--- src/rtl/otter_hazard_pkg.sv ---
// Shared types and constants for the OTTER hazard controller.
// Optional build macro: HAZ_PERF_CNT_EN (adds performance counters to the top).
package otter_hazard_pkg;

    // Forwarding mux select driven to the decode-stage operand muxes.
    typedef enum logic [1:0] {
        FWD_RF  = 2'b00,   // register file value
        FWD_EX  = 2'b01,   // EX-stage ALU result
        FWD_MEM = 2'b10,   // MEM-stage result
        FWD_PC4 = 2'b11    // MEM-stage PC+4 (JAL/JALR link value)
    } fwd_sel_e;

    // Stall controller states.
    typedef enum logic [1:0] {
        RUN      = 2'd0,
        LD_STALL = 2'd1,
        MWAIT    = 2'd2
    } haz_state_e;

    // Opcodes the surrounding pipeline decodes into ex_is_load / mem_is_jal.
    localparam logic [6:0] OP_LOAD = 7'b0000011;
    localparam logic [6:0] OP_JAL  = 7'b1101111;

endpackage

--- src/rtl/otter_fwd_sel.sv ---
// Combinational forward-select for one decode-stage source operand.
// EX results win over MEM results; x0 and unused operands never forward.
module otter_fwd_sel
    import otter_hazard_pkg::*;
(
    input  logic [4:0] src_adr_i,
    input  logic       src_used_i,
    input  logic [4:0] ex_rd_i,
    input  logic       ex_regwrite_i,
    input  logic       ex_is_load_i,
    input  logic [4:0] mem_rd_i,
    input  logic       mem_regwrite_i,
    input  logic       mem_is_jal_i,
    output fwd_sel_e   fsel_o
);

    // Pick the youngest producer; a load in EX has no result yet, so it never forwards.
    always_comb begin
        fsel_o = FWD_RF;
        if (src_used_i && (src_adr_i != 5'd0)) begin
            if (ex_regwrite_i && !ex_is_load_i && (ex_rd_i == src_adr_i)) begin
                fsel_o = FWD_EX;
            end else if (mem_regwrite_i && (mem_rd_i == src_adr_i)) begin
                fsel_o = mem_is_jal_i ? FWD_PC4 : FWD_MEM;
            end
        end
    end

endmodule

--- src/rtl/otter_hazard_ctrl.sv ---
// OTTER pipeline hazard controller: operand forwarding, load-use stall
// sequencing with LOAD_LAT bubbles, data-memory wait freeze and EX redirect flush.
// Optional build macro: HAZ_PERF_CNT_EN adds stall/freeze/flush cycle counters.
module otter_hazard_ctrl
    import otter_hazard_pkg::*;
#(
    parameter int NUM_SRC  = 2,
    parameter int LOAD_LAT = 1,
    parameter int CNT_W    = 3
) (
    input  logic                    CLK,
    input  logic                    RST,
    input  logic [NUM_SRC-1:0][4:0] de_adr,
    input  logic [NUM_SRC-1:0]      de_used,
    input  logic [4:0]              ex_rd,
    input  logic                    ex_regWrite,
    input  logic                    ex_is_load,
    input  logic                    ex_br_taken,
    input  logic [4:0]              mem_rd,
    input  logic                    mem_regWrite,
    input  logic                    mem_is_jal,
    input  logic                    mem_is_load,
    input  logic                    dmem_ready,
    output logic [NUM_SRC-1:0][1:0] fsel,
    output logic                    pc_stall,
    output logic                    de_stall,
    output logic                    ex_bubble,
    output logic                    freeze,
    output logic                    flush_de,
    output logic                    flush_ex
`ifdef HAZ_PERF_CNT_EN
    ,
    output logic [31:0]             perf_stall_cyc,
    output logic [31:0]             perf_freeze_cyc,
    output logic [31:0]             perf_flush_cnt
`endif
);

    // Remaining bubbles after the first one, loaded when a load-use hazard is seen.
    localparam logic [CNT_W-1:0] LD_RELOAD = CNT_W'(LOAD_LAT - 1);

    haz_state_e         state_q, state_d;
    logic [CNT_W-1:0]   cnt_q, cnt_d;
    logic               flush_pend_q, flush_pend_d;

    logic [NUM_SRC-1:0] src_hit;
    fwd_sel_e           fsel_raw [NUM_SRC];
    logic               ld_use;
    logic               mwait;
    logic               stall_c;
    logic               freeze_c;
    logic               flush_c;

    generate
        for (genvar gi = 0; gi < NUM_SRC; gi++) begin : g_src
            otter_fwd_sel u_fwd (
                .src_adr_i      (de_adr[gi]),
                .src_used_i     (de_used[gi]),
                .ex_rd_i        (ex_rd),
                .ex_regwrite_i  (ex_regWrite),
                .ex_is_load_i   (ex_is_load),
                .mem_rd_i       (mem_rd),
                .mem_regwrite_i (mem_regWrite),
                .mem_is_jal_i   (mem_is_jal),
                .fsel_o         (fsel_raw[gi])
            );
            assign src_hit[gi] = de_used[gi] && (de_adr[gi] == ex_rd);
            assign fsel[gi]    = RST ? FWD_RF : fsel_raw[gi];
        end
    endgenerate

    assign ld_use = ex_is_load && ex_regWrite && (ex_rd != 5'd0) && (|src_hit);
    assign mwait  = mem_is_load && !dmem_ready;

    // Next-state and output decode; in RUN the order is mwait > redirect > load-use.
    always_comb begin
        state_d      = state_q;
        cnt_d        = cnt_q;
        flush_pend_d = flush_pend_q;
        stall_c      = 1'b0;
        freeze_c     = 1'b0;
        flush_c      = 1'b0;
        case (state_q)
            RUN: begin
                if (mwait) begin
                    freeze_c = 1'b1;
                    state_d  = MWAIT;
                    // EX is frozen, so a redirect seen now is replayed after the wait.
                    if (ex_br_taken) begin
                        flush_pend_d = 1'b1;
                    end
                end else if (ex_br_taken || flush_pend_q) begin
                    flush_c      = 1'b1;
                    flush_pend_d = 1'b0;
                end else if (ld_use) begin
                    stall_c = 1'b1;
                    if (LOAD_LAT > 1) begin
                        cnt_d   = LD_RELOAD;
                        state_d = LD_STALL;
                    end
                end
            end
            LD_STALL: begin
                // EX holds a bubble here, so any redirect request is spurious.
                if (mwait) begin
                    freeze_c = 1'b1;
                    state_d  = MWAIT;
                end else begin
                    stall_c = 1'b1;
                    cnt_d   = cnt_q - CNT_W'(1);
                    if (cnt_q <= CNT_W'(1)) begin
                        state_d = RUN;
                    end
                end
            end
            MWAIT: begin
                // A redirect only exists if this wait did not interrupt a load-use stall.
                if (ex_br_taken && (cnt_q == '0)) begin
                    flush_pend_d = 1'b1;
                end
                if (!dmem_ready) begin
                    freeze_c = 1'b1;
                end else begin
                    state_d = (cnt_q != '0) ? LD_STALL : RUN;
                end
            end
            default: begin
                state_d = RUN;
                cnt_d   = '0;
            end
        endcase
    end

    // Controller state register.
    always_ff @(posedge CLK) begin
        if (RST) begin
            state_q      <= RUN;
            cnt_q        <= '0;
            flush_pend_q <= 1'b0;
        end else begin
            state_q      <= state_d;
            cnt_q        <= cnt_d;
            flush_pend_q <= flush_pend_d;
        end
    end

    assign pc_stall  = stall_c  && !RST;
    assign de_stall  = stall_c  && !RST;
    assign ex_bubble = stall_c  && !RST;
    assign freeze    = freeze_c && !RST;
    assign flush_de  = flush_c  && !RST;
    assign flush_ex  = flush_c  && !RST;

`ifdef HAZ_PERF_CNT_EN
    logic [31:0] perf_stall_q;
    logic [31:0] perf_freeze_q;
    logic [31:0] perf_flush_q;

    // Free-running event counters, wrapping naturally at 2**32.
    always_ff @(posedge CLK) begin
        if (RST) begin
            perf_stall_q  <= '0;
            perf_freeze_q <= '0;
            perf_flush_q  <= '0;
        end else begin
            if (de_stall) begin
                perf_stall_q <= perf_stall_q + 32'd1;
            end
            if (freeze) begin
                perf_freeze_q <= perf_freeze_q + 32'd1;
            end
            if (flush_de) begin
                perf_flush_q <= perf_flush_q + 32'd1;
            end
        end
    end

    assign perf_stall_cyc  = perf_stall_q;
    assign perf_freeze_cyc = perf_freeze_q;
    assign perf_flush_cnt  = perf_flush_q;
`endif

endmodule

--- config.mk ---
export PLATFORM = sky130hd
export DESIGN_NAME = otter_hazard_ctrl
export DESIGN_NICKNAME = d
export VERILOG_FILES = /design/src/rtl/otter_hazard_pkg.sv /design/src/rtl/otter_fwd_sel.sv /design/src/rtl/otter_hazard_ctrl.sv
export SDC_FILE = /design/constraint.sdc
export NUM_CORES = 1
export LEC_CHECK = 0
export ABC_AREA = 1
export BUFFER_PORTS_ARGS = -buffer_cell sky130_fd_sc_hd__buf_2
export CORE_MARGIN = 4
export CORE_UTILIZATION = 25
export CTS_CLUSTER_DIAMETER = 50
export DETAILED_ROUTE_END_ITERATION = 6
export GPL_TIMING_DRIVEN = 0
export PLACE_DENSITY = 0.48
export SYNTH_ARGS = -nofsm -noshare
export SYNTH_HDL_FRONTEND = slang
export SYNTH_SLANG_ARGS = --single-unit
--- constraint.sdc ---
create_clock -name CLK -period 2.29 [get_ports CLK]
set_input_delay 0.229 -clock CLK [delete_from_list [all_inputs] [get_ports CLK]]
set_output_delay 0.229 -clock CLK [all_outputs]
set_load 0.02 [all_outputs]
# Yosys cells after proc, flatten, opt, wreduce, memory -nomap -nowiden
# Cells that the tools add are included.
dict set report word_totals {
  elab_cells 88
  reg_bits 6
  output_inout_bits 10
}
dict set report classes {
  n_eq_ne 15
  mux 33
  n_reduce_logical 34
  n_addsub 1
  order_cmp 1
  bitwise_logic 1
}
# operator count
set ops {}
lappend ops {{5-bit == test} 6}
lappend ops {{2-bit 2-to-1 mux} 12}
lappend ops {{1-bit logical AND} 17}
lappend ops {{1-bit 2-to-1 mux} 15}
lappend ops {{5-bit nonzero test} 3}
lappend ops {{3-bit != test, second input constant} 3}
lappend ops {{2-bit != test, second input constant} 4}
lappend ops {{1-bit case mux with 2 select lines} 3}
lappend ops {{2-bit case mux with 3 select lines} 1}
lappend ops {{3-bit case mux with 2 select lines} 1}
lappend ops {{2-bit OR reduction} 3}
lappend ops {{4-bit AND reduction} 1}
lappend ops {{3-bit by 1-bit <= comparator with 1-bit output, second input constant} 1}
lappend ops {{1-bit zero test} 3}
lappend ops {{3-bit zero test} 1}
lappend ops {{3-bit 2-to-1 mux} 1}
lappend ops {{3-bit AND reduction} 1}
lappend ops {{3-bit nonzero test} 1}
lappend ops {{3-bit by 1-bit subtractor with 3-bit output, second input constant} 1}
lappend ops {{2-bit by 1-bit == test with 1-bit output, second input constant} 1}
lappend ops {{2-bit == test, second input constant} 1}
lappend ops {{2-bit zero test} 1}
lappend ops {{2-bit AND reduction} 1}
lappend ops {{2-bit nonzero test} 1}
lappend ops {{other kinds (2)} 2}

# Logic depth before layout (Yosys ltp)
# Gate-level depths: netlist of run 1.
dict set report depth {
  word_depth 9
  ltp_mapped 9
  depth_no_buf 8
}

# Modules after synthesis
# A second synthesis of run 1 with hierarchy kept.
dict set report hier_totals {
  cells_unflattened 234
  area_unflattened_um2 1156.1
}
# module cells_each area_per_inst_um2 seq_area_each_um2 instances
set modules_own_cells {}
lappend modules_own_cells {otter_hazard_ctrl 122 665.6 120.1 1}
lappend modules_own_cells {otter_fwd_sel 56 245.2 0.0 2}

# Worst setup path before layout of run 1
# No wires, ideal clock.
dict set report synth_path {
  path_kind {register to output}
  startpoint {register state_q[0]}
  endpoint {output port ex_bubble}
  t_required_ns 2.061
  stages_incl_launch_ff 9
  arrival_ns 1.469
  path_slack_ns 0.592
  path_cell_list {dfxtp_1 inv_1 nand2_1 nor2_1 nand4_1 a21oi_1 nand2_1 a21oi_1 buf_4}
}
dict set report synth_between {
  elab_chain_cells 3
  elab_cells_between_ends 4
}
# element line
set synth_rtl {}
lappend synth_rtl {{from (decl)} otter_hazard_ctrl.sv:42} ;# haz_state_e state_q, state_d;
lappend synth_rtl {{from (signal assigned)} otter_hazard_ctrl.sv:141} ;# state_q <= state_d;
lappend synth_rtl {{2-bit by 1-bit == test with 1-bit output / 2-bit zero test (equally long branches)} otter_hazard_ctrl.sv:83} ;# case (state_q)
lappend synth_rtl {{1-bit case mux with 2 select lines *} otter_hazard_ctrl.sv:83}
lappend synth_rtl {{1-bit logical AND *} --}
lappend synth_rtl {{to (decl)} otter_hazard_ctrl.sv:27} ;# output logic ex_bubble,
# Mark *: on every way between the ends. The rest lies on a longest branch, timed or not.

# Worst setup path in the final report of run 1
dict set report layout_path {
  startpoint {register state_q[0]}
  endpoint {output port ex_bubble}
}
dict set report layout_between {
  elab_chain_cells 3
  elab_cells_between_ends 4
}
# element line
set layout_rtl {}
lappend layout_rtl {{2-bit by 1-bit == test with 1-bit output / 2-bit zero test (equally long branches)} otter_hazard_ctrl.sv:83}
lappend layout_rtl {{1-bit case mux with 2 select lines *} otter_hazard_ctrl.sv:83}
lappend layout_rtl {{1-bit logical AND *} otter_hazard_ctrl.sv:149} ;# assign ex_bubble = stall_c && !RST;
# Marked as above.

==> impl_metrics.yaml, run 1 <==
global_route:
  grt-ovfl-total: 0
  grt_max_degree: 8
  grt_pass1_wl_um: 3570
  grt_usage_pct: 10.8
  grt_pass1_vias: 901
  antenna_found_initial: 0
critical_path:
  endpoint_kind: "output pin"
  crit_fanout: 6
  cp_data_arrival_time_ps: 1680
  rr_endpoint: "cnt_q[1]"
  reg2reg_from: "cnt_q[0]"
  critPathRequiredTime_ps: 2060
  critical_path_class: "reg -> out"
  crit_path_start_kind: "flop"
  ff2ff_setup_slack_ps: 1190
  reg2regPathDepth: 4
timing:
  max_freq_mhz: 524
  period_needed_ps: 1910
  clock_skew_ps: 4.87
  rsz0062_at_grt: "false"
  slew_viol_final: 0
  setup_violations: 0
  relSlewSlack_pct: 83.1
  post-route-period-util_pct: 83.3
  fin_tns_setup_ps: 0
  tightest_slew_ps: 252
  timing.final.hold_violations: 0
  setup_ws_ps: 383
synth:
  synth-main-ff-cell: "dfxtp_1"
  synth_edf_count: 0
  syn-instance-count: 145
  async_reset_ff_share_pct: 0
  syn-num-nets: 178
  syn_area_per_cell_um2: 5.53
  yosys_register_bits: 6
  synth_area_um2: 802
  synth_warnings: 0
  ys_types: 24
  seq_area_frac_synth_pct: 15.0
clocking:
  cts_resized: 0
  cts-buffers-inserted: 3
  clk_latency_ps: 250
  cts_root_buf: "clkbuf_4"
  clkSinkCount: 6
  tritoncts: "done"
  postCtsSetupRepairBufs: 0
  cts_hold_buf: 0
  clk_pin_slew_worst_paths_ps: 50
  h-tree-depth: 1
  max-clock-path-buffers: 2
route:
  drtPass1Iterations: 4
  drc: 0
  wl_per_cell_um: 9.91
  routed_wl_um: 2300
  drtIter0Drc: 42
  viasPerCell: 4.33
  route.vias.total: 1004
  ant_nets: 0
flow_run:
  drv_cap: 0
die:
  die_area_um2: 4180
  die_h_um: 64.6
  io_pins: 41
  dieWidth_um: 64.6
  coreArea_um2: 3050
  num_rows: 20
  start_util_pct: 26.3
placed_design:
  preCtsSetupSlack_ps: 606
  io_buffer_count: 40
  dp_hpwl_um: 1990
  place_congestion: 0.796
min_path:
  hp-class: "in -> reg"
  hold_depth: 2
  hold_start: "RST"
  hold-path-endpoint: "cnt_q[1]"
cells_and_area:
  layout.nets: 223
  fillCellCount: 366
  synthToLayoutAreaGrowth_pct: 34.6
  n_antenna_cell: 0
  multi_input_area_um2: 552
  regArea_um2: 120
  layout-drive-gt1-share_pct: 28.2
status:
  outcome: "finished clean"
pwr:
  powerDensity_nw_per_um2: 311
  vdd_drop_max_mv: 0.197
  leakage_nw: 0.606
## worst max path at each step
| stage | to | from | slack [ps] | depth (start not counted) |
|---|---|---|---|---|
| 6_report | ex_bubble | state_q[0] | 380 | 9 |
| 3_5_place_dp | ex_bubble | state_q[0] | 610 | 9 |
| 2_1_floorplan | ex_bubble | state_q[0] | 590 | 8 |
| 5_1_grt | ex_bubble | state_q[0] | 120 | 9 |
| 4_1_cts | ex_bubble | state_q[0] | 320 | 9 |
| 3_3_place_gp | pc_stall | state_q[0] | 560 | 9 |
## cells by family after synthesis
kind of cell,after synthesis,synth area share [%]
DFF,6,15.0
xor gates and xnor gates,11,12.0
AOI/OAI and AO/OA,19,12.9
buffers and inverters,31,16.2
and+or+nand+nor,76,40.7
adders and majority gates,2,3.12
## where the power goes
| group | leakage, nW | internal [mW] | switching [mW] |
|---|---|---|---|
| sequential | 0.0487 | 0.108 | 0.00180 |
| clock | 0.0138 | 0.0594 | 0.0396 |
| combinational | 0.543 | 0.0534 | 0.0742 |
| total | 0.606 | 0.220 | 0.116 |
## layout by cell type, fill, tap and decap left out, types with 5 or more instances in the layout
master   Yosys  final
nor2_1      13     13
nand3_1      8      8
nor3_1       7      7
a21oi_1     10     10
xnor2_1      6      6
nand2_1     41     41
inv_1       24     24
dfxtp_1      6      6
buf_2        0     40
xor2_1       5      5
## synthesized netlist by cell type, types with 2 or more instances
| cell type | number | area, um2 |
|---|---|---|
| dfxtp_1 | 6 | 120 |
| o21ai_1 | 3 | 15.0 |
| inv_1 | 24 | 90.1 |
| a21oi_1 | 10 | 50.1 |
| inv_2 | 2 | 7.51 |
| nand4_1 | 3 | 18.8 |
| buf_4 | 3 | 22.5 |
| xor2_1 | 5 | 43.8 |
| nor3_1 | 7 | 35.0 |
| nor2_1 | 13 | 48.8 |
| nand3_1 | 8 | 40.0 |
| xnor2_1 | 6 | 52.6 |
| nand2_1 | 41 | 154 |
| ha_1 | 2 | 25.0 |
| o21ai_0 | 3 | 15.0 |
## area by class of cell
class	instances	area share, %
multi-input cells	108	51.1
well taps	44	5.10
clock buffers	3	2.09
inverters	28	9.97
flip-flops and latches	6	11.1
repair buffers	40	18.5
plain buffers	3	2.09
## state kept, by name, summed over array words and instances (netlist names)
name	count
flush_pend_q	1
cnt_q	3
state_q	2
## critical path: stages (launching register included)
cell and delay (ps):
dfxtp_1 350, inv_1 90, nand2_1 50, nor2_1 130, nand4_1 100, a21oi_1 120
nand2_1 70, a21oi_1 230, buf_4 150, buf_2 150
## per-layer routing
| metal | GRT usage [%] | vias to the layer above | wire [um] |
|---|---|---|---|
| met5 | 0 | - | 0 |
| met4 | 5.54 | 0 | 34 |
| met3 | 2.25 | 4 | 136 |
| met2 | 20.1 | 32 | 1120 |
| met1 | 11.4 | 432 | 1000 |
| li1 | - | 536 | - |
## metrics by stage
step                      util (%)  power (mW)  area (um2)  std cells  hold WS (ps)
final                         35.4       0.336        1080        232           239
after global routing          35.4       0.368        1080        232           229
after CTS                     35.4       0.343        1080        232           227
after detailed placement      34.6       0.239        1060        229           473
after global placement        34.6       0.238        1060        229           461
after floorplan                  -       0.182         802        145           291
(Power assumes the default switching activity.)
==> inputs of run 2 (changes only) <==
--- a/config.mk
+++ b/config.mk
@@ -5,14 +5,14 @@
 export SDC_FILE = /design/constraint.sdc
 export NUM_CORES = 1
 export LEC_CHECK = 0
-export ABC_AREA = 1
+export ABC_AREA = 0
 export BUFFER_PORTS_ARGS = -buffer_cell sky130_fd_sc_hd__buf_2
 export CORE_MARGIN = 4
 export CORE_UTILIZATION = 25
 export CTS_CLUSTER_DIAMETER = 50
 export DETAILED_ROUTE_END_ITERATION = 6
 export GPL_TIMING_DRIVEN = 0
-export PLACE_DENSITY = 0.48
+export PLACE_DENSITY = 0.49
 export SYNTH_ARGS = -nofsm -noshare
 export SYNTH_HDL_FRONTEND = slang
 export SYNTH_SLANG_ARGS = --single-unit
==> constraint.sdc (replaced) <==
create_clock -name CLK -period 1.97 [get_ports CLK]
set_input_delay 0.197 -clock CLK [delete_from_list [all_inputs] [get_ports CLK]]
set_output_delay 0.197 -clock CLK [all_outputs]
set_load 0.02 [all_outputs]
==> run 2 against run 1 <==
Net effect:
- combinational power grew 9%
- critical path type unchanged
- sequential share of layout area grew 1.0 points
- sequential power grew 16%
- critical endpoint unchanged
==> impl_metrics.yaml, run 2 <==
status:
  outcome: "finished clean"
timing:
  clock_skew_ps: 7.33
  post-route-period-util_pct: 90.3
  setup_violations: 0
  rsz0062_at_grt: "false"
  tightest_slew_ps: 446
  period_needed_ps: 1780
  slew_viol_final: 0
  timing.final.hold_violations: 0
  relSlewSlack_pct: 70.3
  max_freq_mhz: 562
  fin_tns_setup_ps: 0
synth:
  synth_top_family_by_area: "simple AND/OR/NAND/NOR gates"
  seq_area_frac_synth_pct: 16.7
  syn_area_per_cell_um2: 7.19
  synth_xor_area_share_pct: 24.3
  synth-adder-area-share_pct: 3.48
  synth-main-ff-cell: "dfxtp_1"
  synth_common_cells: "xnor2_1 (20), nand2_1 (7), nand3_1 (7), nor3_1 (7)"
  synth_top_area_cell: "xnor2_1"
  syn-num-nets: 133
  async_reset_ff_share_pct: 0
  yosys-top-cells-area: "xnor2_1 (24%), dfxtp_1 (17%), nor2b_1 (5.2%), nand3_1 (4.9%), nor3_1 (4.9%)"
  synth_warnings: 0
  yosysTopAreaCellShare_pct: 24.3
  synth_compound_area_share_pct: 18.1
  ys_types: 27
  synthSimpleGateAreaFrac_pct: 31.1
  syn-instance-count: 100
  yosys_register_bits: 6
  synth_edf_count: 0
  synthMostInstantiatedCell: "xnor2_1"
  synthMuxAreaShare_pct: 0
  synth_area_um2: 719
clocking:
  cts-buffers-inserted: 3
  max-clock-path-buffers: 2
  clk_pin_slew_worst_paths_ps: 50
  cts_root_buf: "clkbuf_4"
  tritoncts: "done"
  h-tree-depth: 1
  clk_latency_ps: 250
  clkSinkCount: 6
critical_path:
  crit_family: "flip-flops"
  crit_path_start_kind: "flop"
  endpoint: "ex_bubble"
  reg2regPathDepth: 3
  crit_path_start: "state_q[1]"
  critical_path_class: "reg -> out"
  ff2ff_setup_slack_ps: 670
  cp_num_buf_inv: 2
  crit_slowest_cell: "dfxtp_1"
  path_depth: 5
  rr_endpoint: "cnt_q[2]"
  crit_fanout: 6
  path_cells: "nor4_2 > o211ai_1 > o22ai_1 > buf_4 > buf_2"
  cp_data_arrival_time_ps: 1580
  endpoint_kind: "output pin"
  critPathRequiredTime_ps: 1770
  reg2reg_from: "state_q[0]"
  max_stage_delay_ps: 360
route:
  drtIter0Drc: 25
  wl_per_cell_um: 11.8
  drc: 0
  route.vias.total: 836
  ant_nets: 0
  routed_wl_um: 2050
  drtPass1Iterations: 4
  viasPerCell: 4.80
die:
  io_pins: 41
  die_h_um: 61.6
  num_rows: 19
  dieWidth_um: 61.6
  die_area_um2: 3800
  coreArea_um2: 2760
  start_util_pct: 26.1
global_route:
  grt_pass1_vias: 831
  grt_usage_pct: 11.8
  grt-ovfl-total: 0
  antenna_found_initial: 0
  grt_pass1_wl_um: 3390
  grt_max_degree: 11
cells_and_area:
  final_cell_mix: "buf_2 (40), xnor2_1 (20), nand2_1 (7), nor3_1 (7), nand3_1 (7)"
  layout.nets: 178
  multi_input_area_um2: 561
  final_common_cell: "buf_2"
  layout-drive-gt1-share_pct: 34.3
  fin_cells: 174
  fillCellCount: 320
  synthToLayoutAreaGrowth_pct: 37.2
  largest_registers: "cnt_q: 3 flops, state_q: 2 flops, flush_pend_q: 1 flops"
  regArea_um2: 120
  n_antenna_cell: 0
  largest_reg_flops: 3
  top_register: "cnt_q"
pwr:
  p_total_uw: 385
  vdd_drop_max_mv: 0.403
  leakage_nw: 0.420
  powerDensity_nw_per_um2: 390
placed_design:
  dpl.cell_count: 171
  dp_hpwl_um: 1840
  io_buffer_count: 40
  place_congestion: 0.756
flow_run:
  drv_cap: 0
min_path:
  hp-class: "in -> reg"
## run 2: cell count changes in the layout (fill, tap and decap cells not counted), moves of 2 or more
cell	before	now
nand2_1	41	7
inv_1	24	5
xnor2_1	6	20
nor2_1	13	6
nor2b_1	0	6
xor2_1	5	0
a21oi_1	10	6
or4_1	0	4
o21ai_1	3	0
inv_2	2	0
nand2b_1	0	2
o211ai_1	0	2
o21ai_2	0	2
## run 2: kinds of logic (layout without fill, tap and decap cells)
group,Yosys count,count (layout)
fa+ha+maj,2,2
buf+inv,9,52
xor+xnor,20,20
simple gates,43,43
compound gates,20,20
flops,6,6
## run 2: repair_timing
action | CTS | global route
resized for setup | 0 | 1
setup endpoints to repair | 0 | 3
hold buffers | 0 | 0
buffers inserted | 0 | 0
## run 2: layout make-up
cell class              count  area share [%]
repair buffers             40            20.3
inverters                   5            1.90
well taps                  31            3.93
clock buffers               3            2.28
plain buffers               4            2.66
multi-input cells          85            56.8
flip-flops and latches      6            12.2
## run 2: power by group
group | internal [mW] | switching, mW | total [mW]
sequential | 0.124 | 0.00221 | 0.126
combinational | 0.0684 | 0.0710 | 0.139
clock | 0.0693 | 0.0502 | 0.119
total | 0.261 | 0.123 | 0.385
## run 2: metal layers
layer | vias to the layer above | part of all wire, % | global-route usage, %
li1 | 440 | - | -
met2 | 33 | 47 | 22.0
met4 | 0 | 0.78 | 3.64
met3 | 2 | 9.8 | 3.56
met1 | 361 | 42 | 12.5
met5 | - | 0 | 0
## run 2: worst min path at each step
stage	startpoint	to	depth (start not counted)	slack [ps]
floorplan	dmem_ready	state_q[1]	1	280
global placement	dmem_ready	state_q[1]	2	420
detailed placement	dmem_ready	state_q[1]	2	420
CTS	dmem_ready	state_q[1]	2	160
global route	dmem_ready	state_q[1]	2	170
finish	dmem_ready	state_q[1]	2	160
## run 2: per-stage QoR
stage / area [um2] / hold WS, ps / utilization, % / worst slack [ps]
floorplan: 719 / 276 / - / 336
global placement: 958 / 422 / 34.8 / 221
detailed placement: 958 / 424 / 34.8 / 175
CTS: 981 / 156 / 35.6 / 94.7
global route: 987 / 169 / 35.8 / 17.4
finish: 987 / 163 / 35.8 / 192
